$ cat config.mk
export PLATFORM = sky130hd
export DESIGN_NAME = spi_xfer_sequencer
export DESIGN_NICKNAME = d
export VERILOG_FILES = /design/src/rtl/spi_xfer_sequencer.sv
export SDC_FILE = /design/constraint.sdc
export NUM_CORES = 1
export LEC_CHECK = 0
export CAP_MARGIN = 10
export CORE_UTILIZATION = 30
export CTS_CLUSTER_DIAMETER = 50
export DETAILED_ROUTE_END_ITERATION = 8
export GPL_ROUTABILITY_DRIVEN = 0
export GPL_TIMING_DRIVEN = 1
export SETUP_SLACK_MARGIN = 0.3
export SYNTH_ARGS = -nofsm -noshare
export SYNTH_HDL_FRONTEND = slang
export SYNTH_SLANG_ARGS = --single-unit
$ cat constraint.sdc
create_clock -name wb_clk_i -period 1.9 [get_ports wb_clk_i]
set_clock_uncertainty 0.2 [all_clocks]
set_input_delay 0.19 -clock wb_clk_i [delete_from_list [all_inputs] [get_ports wb_clk_i]]
set_output_delay 0.19 -clock wb_clk_i [all_outputs]
set_load 0.02 [all_outputs]
$ cat src/rtl/spi_xfer_sequencer.sv
// spi_xfer_sequencer: Wishbone master that configures a simple_spi_top core
// once after reset, then runs each requested byte as a full SPI exchange
// (write SPDR, poll SPSR, read SPDR, clear SPIF). It also owns the
// active-low slave select and a sticky ack-timeout error.
module spi_xfer_sequencer #(
  parameter bit       CPOL        = 1'b0,
  parameter bit       CPHA        = 1'b0,
  parameter bit [1:0] SPR         = 2'b00,
  parameter bit [1:0] ESPR        = 2'b00,
  parameter int       ACK_TIMEOUT = 16
) (
  input  logic       wb_clk_i,
  input  logic       wb_rst_i,
  input  logic       cmd_valid_i,
  output logic       cmd_ready_o,
  input  logic [7:0] cmd_data_i,
  input  logic       cmd_last_i,
  output logic       rsp_valid_o,
  output logic [7:0] rsp_data_o,
  output logic       rsp_err_o,
  output logic       ss_o,
  output logic       busy_o,
  output logic [7:0] spi_adr_o,
  output logic [7:0] spi_dat_o,
  input  logic [7:0] spi_dat_i,
  output logic       spi_we_o,
  output logic       spi_cyc_o,
  output logic       spi_stb_o,
  input  logic       spi_ack_i
);

  typedef enum logic [2:0] {
    S_CFG_CR, S_CFG_ER, S_READY, S_WR_DR, S_POLL, S_RD_DR, S_CLR, S_ERR
  } state_t;

  // SPI core register map
  localparam logic [7:0] ADR_SPCR = 8'd0;
  localparam logic [7:0] ADR_SPSR = 8'd1;
  localparam logic [7:0] ADR_SPDR = 8'd2;
  localparam logic [7:0] ADR_SPER = 8'd3;

  // SPE=1, MSTR=1, interrupts off; ICNT=0 so SPIF fires per byte
  localparam logic [7:0] SPCR_VAL = {1'b0, 1'b1, 1'b0, 1'b1, CPOL, CPHA, SPR};
  localparam logic [7:0] SPER_VAL = {6'b000000, ESPR};
  localparam logic [7:0] SPIF_CLR = 8'h80;

  // Count value at which the next ack-less cycle completes the timeout
  localparam logic [7:0] TO_LAST = 8'(ACK_TIMEOUT - 1);

  state_t     r_state, w_state_next;
  logic       r_cyc, w_cyc_next;
  logic       r_stb, w_stb_next;
  logic       r_we, w_we_next;
  logic [7:0] r_adr, w_adr_next;
  logic [7:0] r_dat, w_dat_next;
  logic [7:0] r_cnt, w_cnt_next;
  logic [7:0] r_tx, w_tx_next;
  logic       r_last, w_last_next;
  logic       r_ss, w_ss_next;
  logic       r_rsp_valid, w_rsp_valid_next;
  logic [7:0] r_rsp_data, w_rsp_data_next;
  logic       r_err, w_err_next;

  logic       w_bus_state;
  logic [7:0] w_acc_adr;
  logic       w_acc_we;
  logic [7:0] w_acc_dat;

  // Decode which Wishbone access the current state performs
  always_comb begin
    w_bus_state = 1'b1;
    w_acc_adr   = 8'h00;
    w_acc_we    = 1'b0;
    w_acc_dat   = 8'h00;
    case (r_state)
      S_CFG_CR: begin w_acc_adr = ADR_SPCR; w_acc_we = 1'b1; w_acc_dat = SPCR_VAL; end
      S_CFG_ER: begin w_acc_adr = ADR_SPER; w_acc_we = 1'b1; w_acc_dat = SPER_VAL; end
      S_WR_DR:  begin w_acc_adr = ADR_SPDR; w_acc_we = 1'b1; w_acc_dat = r_tx;     end
      S_POLL:   begin w_acc_adr = ADR_SPSR; w_acc_we = 1'b0;                       end
      S_RD_DR:  begin w_acc_adr = ADR_SPDR; w_acc_we = 1'b0;                       end
      S_CLR:    begin w_acc_adr = ADR_SPSR; w_acc_we = 1'b1; w_acc_dat = SPIF_CLR; end
      default:  w_bus_state = 1'b0;
    endcase
  end

  // Next-state and next-output logic; a bus state issues its access when the
  // bus is idle, so every access is followed by one idle cycle
  always_comb begin
    w_state_next     = r_state;
    w_cyc_next       = r_cyc;
    w_stb_next       = r_stb;
    w_we_next        = r_we;
    w_adr_next       = r_adr;
    w_dat_next       = r_dat;
    w_cnt_next       = r_cnt;
    w_tx_next        = r_tx;
    w_last_next      = r_last;
    w_ss_next        = r_ss;
    w_rsp_valid_next = 1'b0;
    w_rsp_data_next  = r_rsp_data;
    w_err_next       = r_err;

    if (r_state == S_READY) begin
      if (cmd_valid_i) begin
        w_tx_next    = cmd_data_i;
        w_last_next  = cmd_last_i;
        w_ss_next    = 1'b0;
        w_state_next = S_WR_DR;
      end
    end else if (w_bus_state) begin
      if (!r_stb) begin
        w_cyc_next = 1'b1;
        w_stb_next = 1'b1;
        w_we_next  = w_acc_we;
        w_adr_next = w_acc_adr;
        w_dat_next = w_acc_dat;
        w_cnt_next = 8'h00;
      end else if (spi_ack_i) begin
        w_cyc_next = 1'b0;
        w_stb_next = 1'b0;
        w_we_next  = 1'b0;
        w_adr_next = 8'h00;
        w_dat_next = 8'h00;
        case (r_state)
          S_CFG_CR: w_state_next = S_CFG_ER;
          S_CFG_ER: w_state_next = S_READY;
          S_WR_DR:  w_state_next = S_POLL;
          S_POLL: begin
            // RFEMPTY clear means the exchanged byte is waiting
            if (!spi_dat_i[0]) w_state_next = S_RD_DR;
          end
          S_RD_DR: begin
            w_rsp_data_next = spi_dat_i;
            w_state_next    = S_CLR;
          end
          S_CLR: begin
            w_rsp_valid_next = 1'b1;
            if (r_last) w_ss_next = 1'b1;
            w_state_next = S_READY;
          end
          default: w_state_next = r_state;
        endcase
      end else if (r_cnt == TO_LAST) begin
        w_cyc_next   = 1'b0;
        w_stb_next   = 1'b0;
        w_we_next    = 1'b0;
        w_adr_next   = 8'h00;
        w_dat_next   = 8'h00;
        w_err_next   = 1'b1;
        w_ss_next    = 1'b1;
        w_state_next = S_ERR;
      end else begin
        w_cnt_next = r_cnt + 8'd1;
      end
    end
  end

  // State and output registers with asynchronous reset
  always_ff @(posedge wb_clk_i or posedge wb_rst_i) begin
    if (wb_rst_i) begin
      r_state     <= S_CFG_CR;
      r_cyc       <= 1'b0;
      r_stb       <= 1'b0;
      r_we        <= 1'b0;
      r_adr       <= 8'h00;
      r_dat       <= 8'h00;
      r_cnt       <= 8'h00;
      r_tx        <= 8'h00;
      r_last      <= 1'b0;
      r_ss        <= 1'b1;
      r_rsp_valid <= 1'b0;
      r_rsp_data  <= 8'h00;
      r_err       <= 1'b0;
    end else begin
      r_state     <= w_state_next;
      r_cyc       <= w_cyc_next;
      r_stb       <= w_stb_next;
      r_we        <= w_we_next;
      r_adr       <= w_adr_next;
      r_dat       <= w_dat_next;
      r_cnt       <= w_cnt_next;
      r_tx        <= w_tx_next;
      r_last      <= w_last_next;
      r_ss        <= w_ss_next;
      r_rsp_valid <= w_rsp_valid_next;
      r_rsp_data  <= w_rsp_data_next;
      r_err       <= w_err_next;
    end
  end

  assign cmd_ready_o = (r_state == S_READY);
  assign busy_o      = (r_state != S_READY);
  assign rsp_valid_o = r_rsp_valid;
  assign rsp_data_o  = r_rsp_data;
  assign rsp_err_o   = r_err;
  assign ss_o        = r_ss;
  assign spi_cyc_o   = r_cyc;
  assign spi_stb_o   = r_stb;
  assign spi_we_o    = r_we;
  assign spi_adr_o   = r_adr;
  assign spi_dat_o   = r_dat;

endmodule

==> impl_metrics.json <==
{
  "status": "finished clean",
  "synthCells": 192,
  "clk_pin_slew_ps": 90,
  "first_iter_violations": 78,
  "start_kind": "flip-flop",
  "grt_pass1_vias": 1702,
  "power_density_nw_per_um2": 1610,
  "rsz0062_at_grt": "yes",
  "synth_ff_type": "dfrtp_1",
  "finalPower_w": 0.00527,
  "drt_pass1_iterations": 4,
  "syn_to_final_growth_pct": 52.6,
  "finalSetupViolCount": 0,
  "die_y_um": 86.5,
  "synthArstFlopShare_pct": 100,
  "start_util_pct": 31.4,
  "clock_tree.root_cell": "clkbuf_8",
  "fillers": 671,
  "ys_seq_area_share_pct": 51.5,
  "core_um2": 6830,
  "cap_viol_max_count": 0,
  "synth_seq_cells": 44,
  "worstSetupEndpointType": "flip-flop",
  "synth_edf_count": 0,
  "viasPerCell": 4.79,
  "hold_viol_final": 0,
  "fin_nets": 289,
  "cp_max_fo": 6,
  "clock_tree.buffer_depth": 2,
  "final.period_utilization_pct": 100,
  "track_usage_pct": 15.2,
  "rows": 30,
  "drc_errors": 0,
  "peakVddDrop_uv": 814,
  "min_period_ps": 1900,
  "htree_levels": 2,
  "ys.warnings.count": 0,
  "cts_tree": "yes",
  "hold_path_class": "primary input to async pin",
  "grt.overflow.total": 0,
  "antenna_found_initial": 0,
  "wl_um": 5300,
  "path_class": "flip-flop to flip-flop",
  "clock_latency_ps": 300,
  "drive_gt1_share_pct": 34.3,
  "fmax_ghz": 0.526,
  "num_io_pins": 53,
  "utilization_pct": 47.8,
  "io_buffers": 46,
  "hpwl_um": 3390,
  "synth_cell_types": 51,
  "worstPathArrival_ps": 1900,
  "cts_buffers": 5,
  "netlist_area_um2": 2140,
  "vias": 1742,
  "die_area_um2": 7480,
  "synth_area_per_cell_um2": 11.2,
  "grt_first_pass_wirelength_um": 8650,
  "wire_per_inst_um": 14.5,
  "crit_required_ps": 1900,
  "drtAntennaViolNets": 0,
  "grt_max_degree": 45,
  "diodes": 0,
  "leakage_nw": 1.49,
  "slew_violations": 0,
  "die_width_um": 86.5,
  "clkSinkCount": 44,
  "tns_ps": 0
}
kinds of logic after synthesis:
family / Yosys count / share of synthesized area (%)
compound gates: 53 / 18.1
mux: 19 / 9.87
xor+xnor: 1 / 0.760
fa+ha+maj: 1 / 0.584
simple gates: 51 / 13.1
buf+inv: 22 / 5.90
other cells: 1 / 0.175
flops: 44 / 51.5
flip-flops by register name, summed over array words and instances, names as in the netlist, 2 cells and up:
register and flops:
r_tx 8, spi_adr_o 2, rsp_data_o 8, spi_dat_o 8, r_cnt 8, r_state 3
cell type report:
cell class              instances  area, µm²  share of cell area, %
clock inverters                 3       42.5                   1.30
clock buffers                   5       68.8                   2.11
well taps                      96        120                   3.68
multi-input cells             132       1180                   36.0
inverters                       4       15.0                  0.459
repair buffers                 80        739                   22.6
flip-flops and latches         44       1110                   33.8
worst max-delay path, cell delays in order, from the launching register on:
cell,delay [ps]
dfrtp_1,400
or4_4,570
o21ai_4,270
buf_4,160
nor4_1,50
o21a_1,160
stage by stage:
stage	cell area [µm²]	std cells	hold WS (ps)	worst slack, ps
after CTS	3190	363	28.2	44.7
after detailed placement	2920	344	279	-58.5
final	3270	364	11.8	0.481
after global placement	2920	344	250	-33.1
after floorplan	2270	197	74.7	55.5
after global routing	3270	364	31.9	-49.3
synth_stat cells, types with 4 or more instances:
master,count,area share (%)
a21o_1,4,1.4
a21oi_1,12,2.8
a22o_1,7,2.9
buf_2,4,0.93
buf_4,8,2.8
dfrtp_1,43,50
inv_1,4,0.70
mux2_2,17,8.9
nand2_1,13,2.3
nand2b_1,6,1.8
nand3_1,8,1.9
nor2_1,5,0.88
o21ai_0,6,1.4
o31ai_1,5,1.8
path summary, 6_finish.rpt:
kind / from / endpoint / slack (ps) / depth (start not counted)
min in group wb_clk_i: rsp_err_o / rsp_err_o / 280 / 1
min reg2reg: rsp_err_o / rsp_err_o / 280 / 1
max: r_cnt[4] / r_cnt[5] / 0.5 / 5
max reg2reg: r_cnt[4] / r_cnt[5] / 0.5 / 5
min: wb_rst_i / r_tx[1] / 10 / 3
max in group asynchronous: wb_rst_i / ss_o / 1220 / 3
cells in the final DEF, fill, tap and decap left out, types with 3 or more instances in the layout:
master,n
nor2_1,5
a21oi_1,10
inv_1,3
nand2_1,12
or4_1,3
and2_4,3
clkdlybuf4s50_1,20
conb_1,6
nand2b_1,6
dfrtp_1,40
buf_4,25
o21ai_0,4
clkbuf_8,5
mux2_4,17
a21o_1,4
o31ai_1,3
dfrtp_2,3
dlygate4sd2_1,24
nand3_1,6
a22o_1,7
buf_6,9
report_power, final:
part	internal [W]	leakage (nW)	switching (W)	total, W
Sequential	0.00133	0.553	0.000308	0.00163
Combinational	0.00145	0.882	0.00145	0.00291
Clock	0.000389	0.0541	0.000343	0.000732
Total	0.00317	1.49	0.00210	0.00527
repair_timing:
item                                    4_1_cts  5_1_grt
hold buffers                                  0        0
pin swaps                                    13       13
endpoints found under the setup margin       69       45
setup buffers                                10        1
resized for setup                            65       14
gates cloned                                  1        0
routing by layer:
metal / routed length [µm] / GRT usage, % / vias to the layer above
met4: 73 / 5.00 / 0
li1: - / - / 846
met3: 251 / 3.24 / 8
met1: 2480 / 21.2 / 850
met2: 2490 / 23.4 / 38
met5: 0 / 0 / -
No activity file was read; power rests on OpenSTA's default activity.
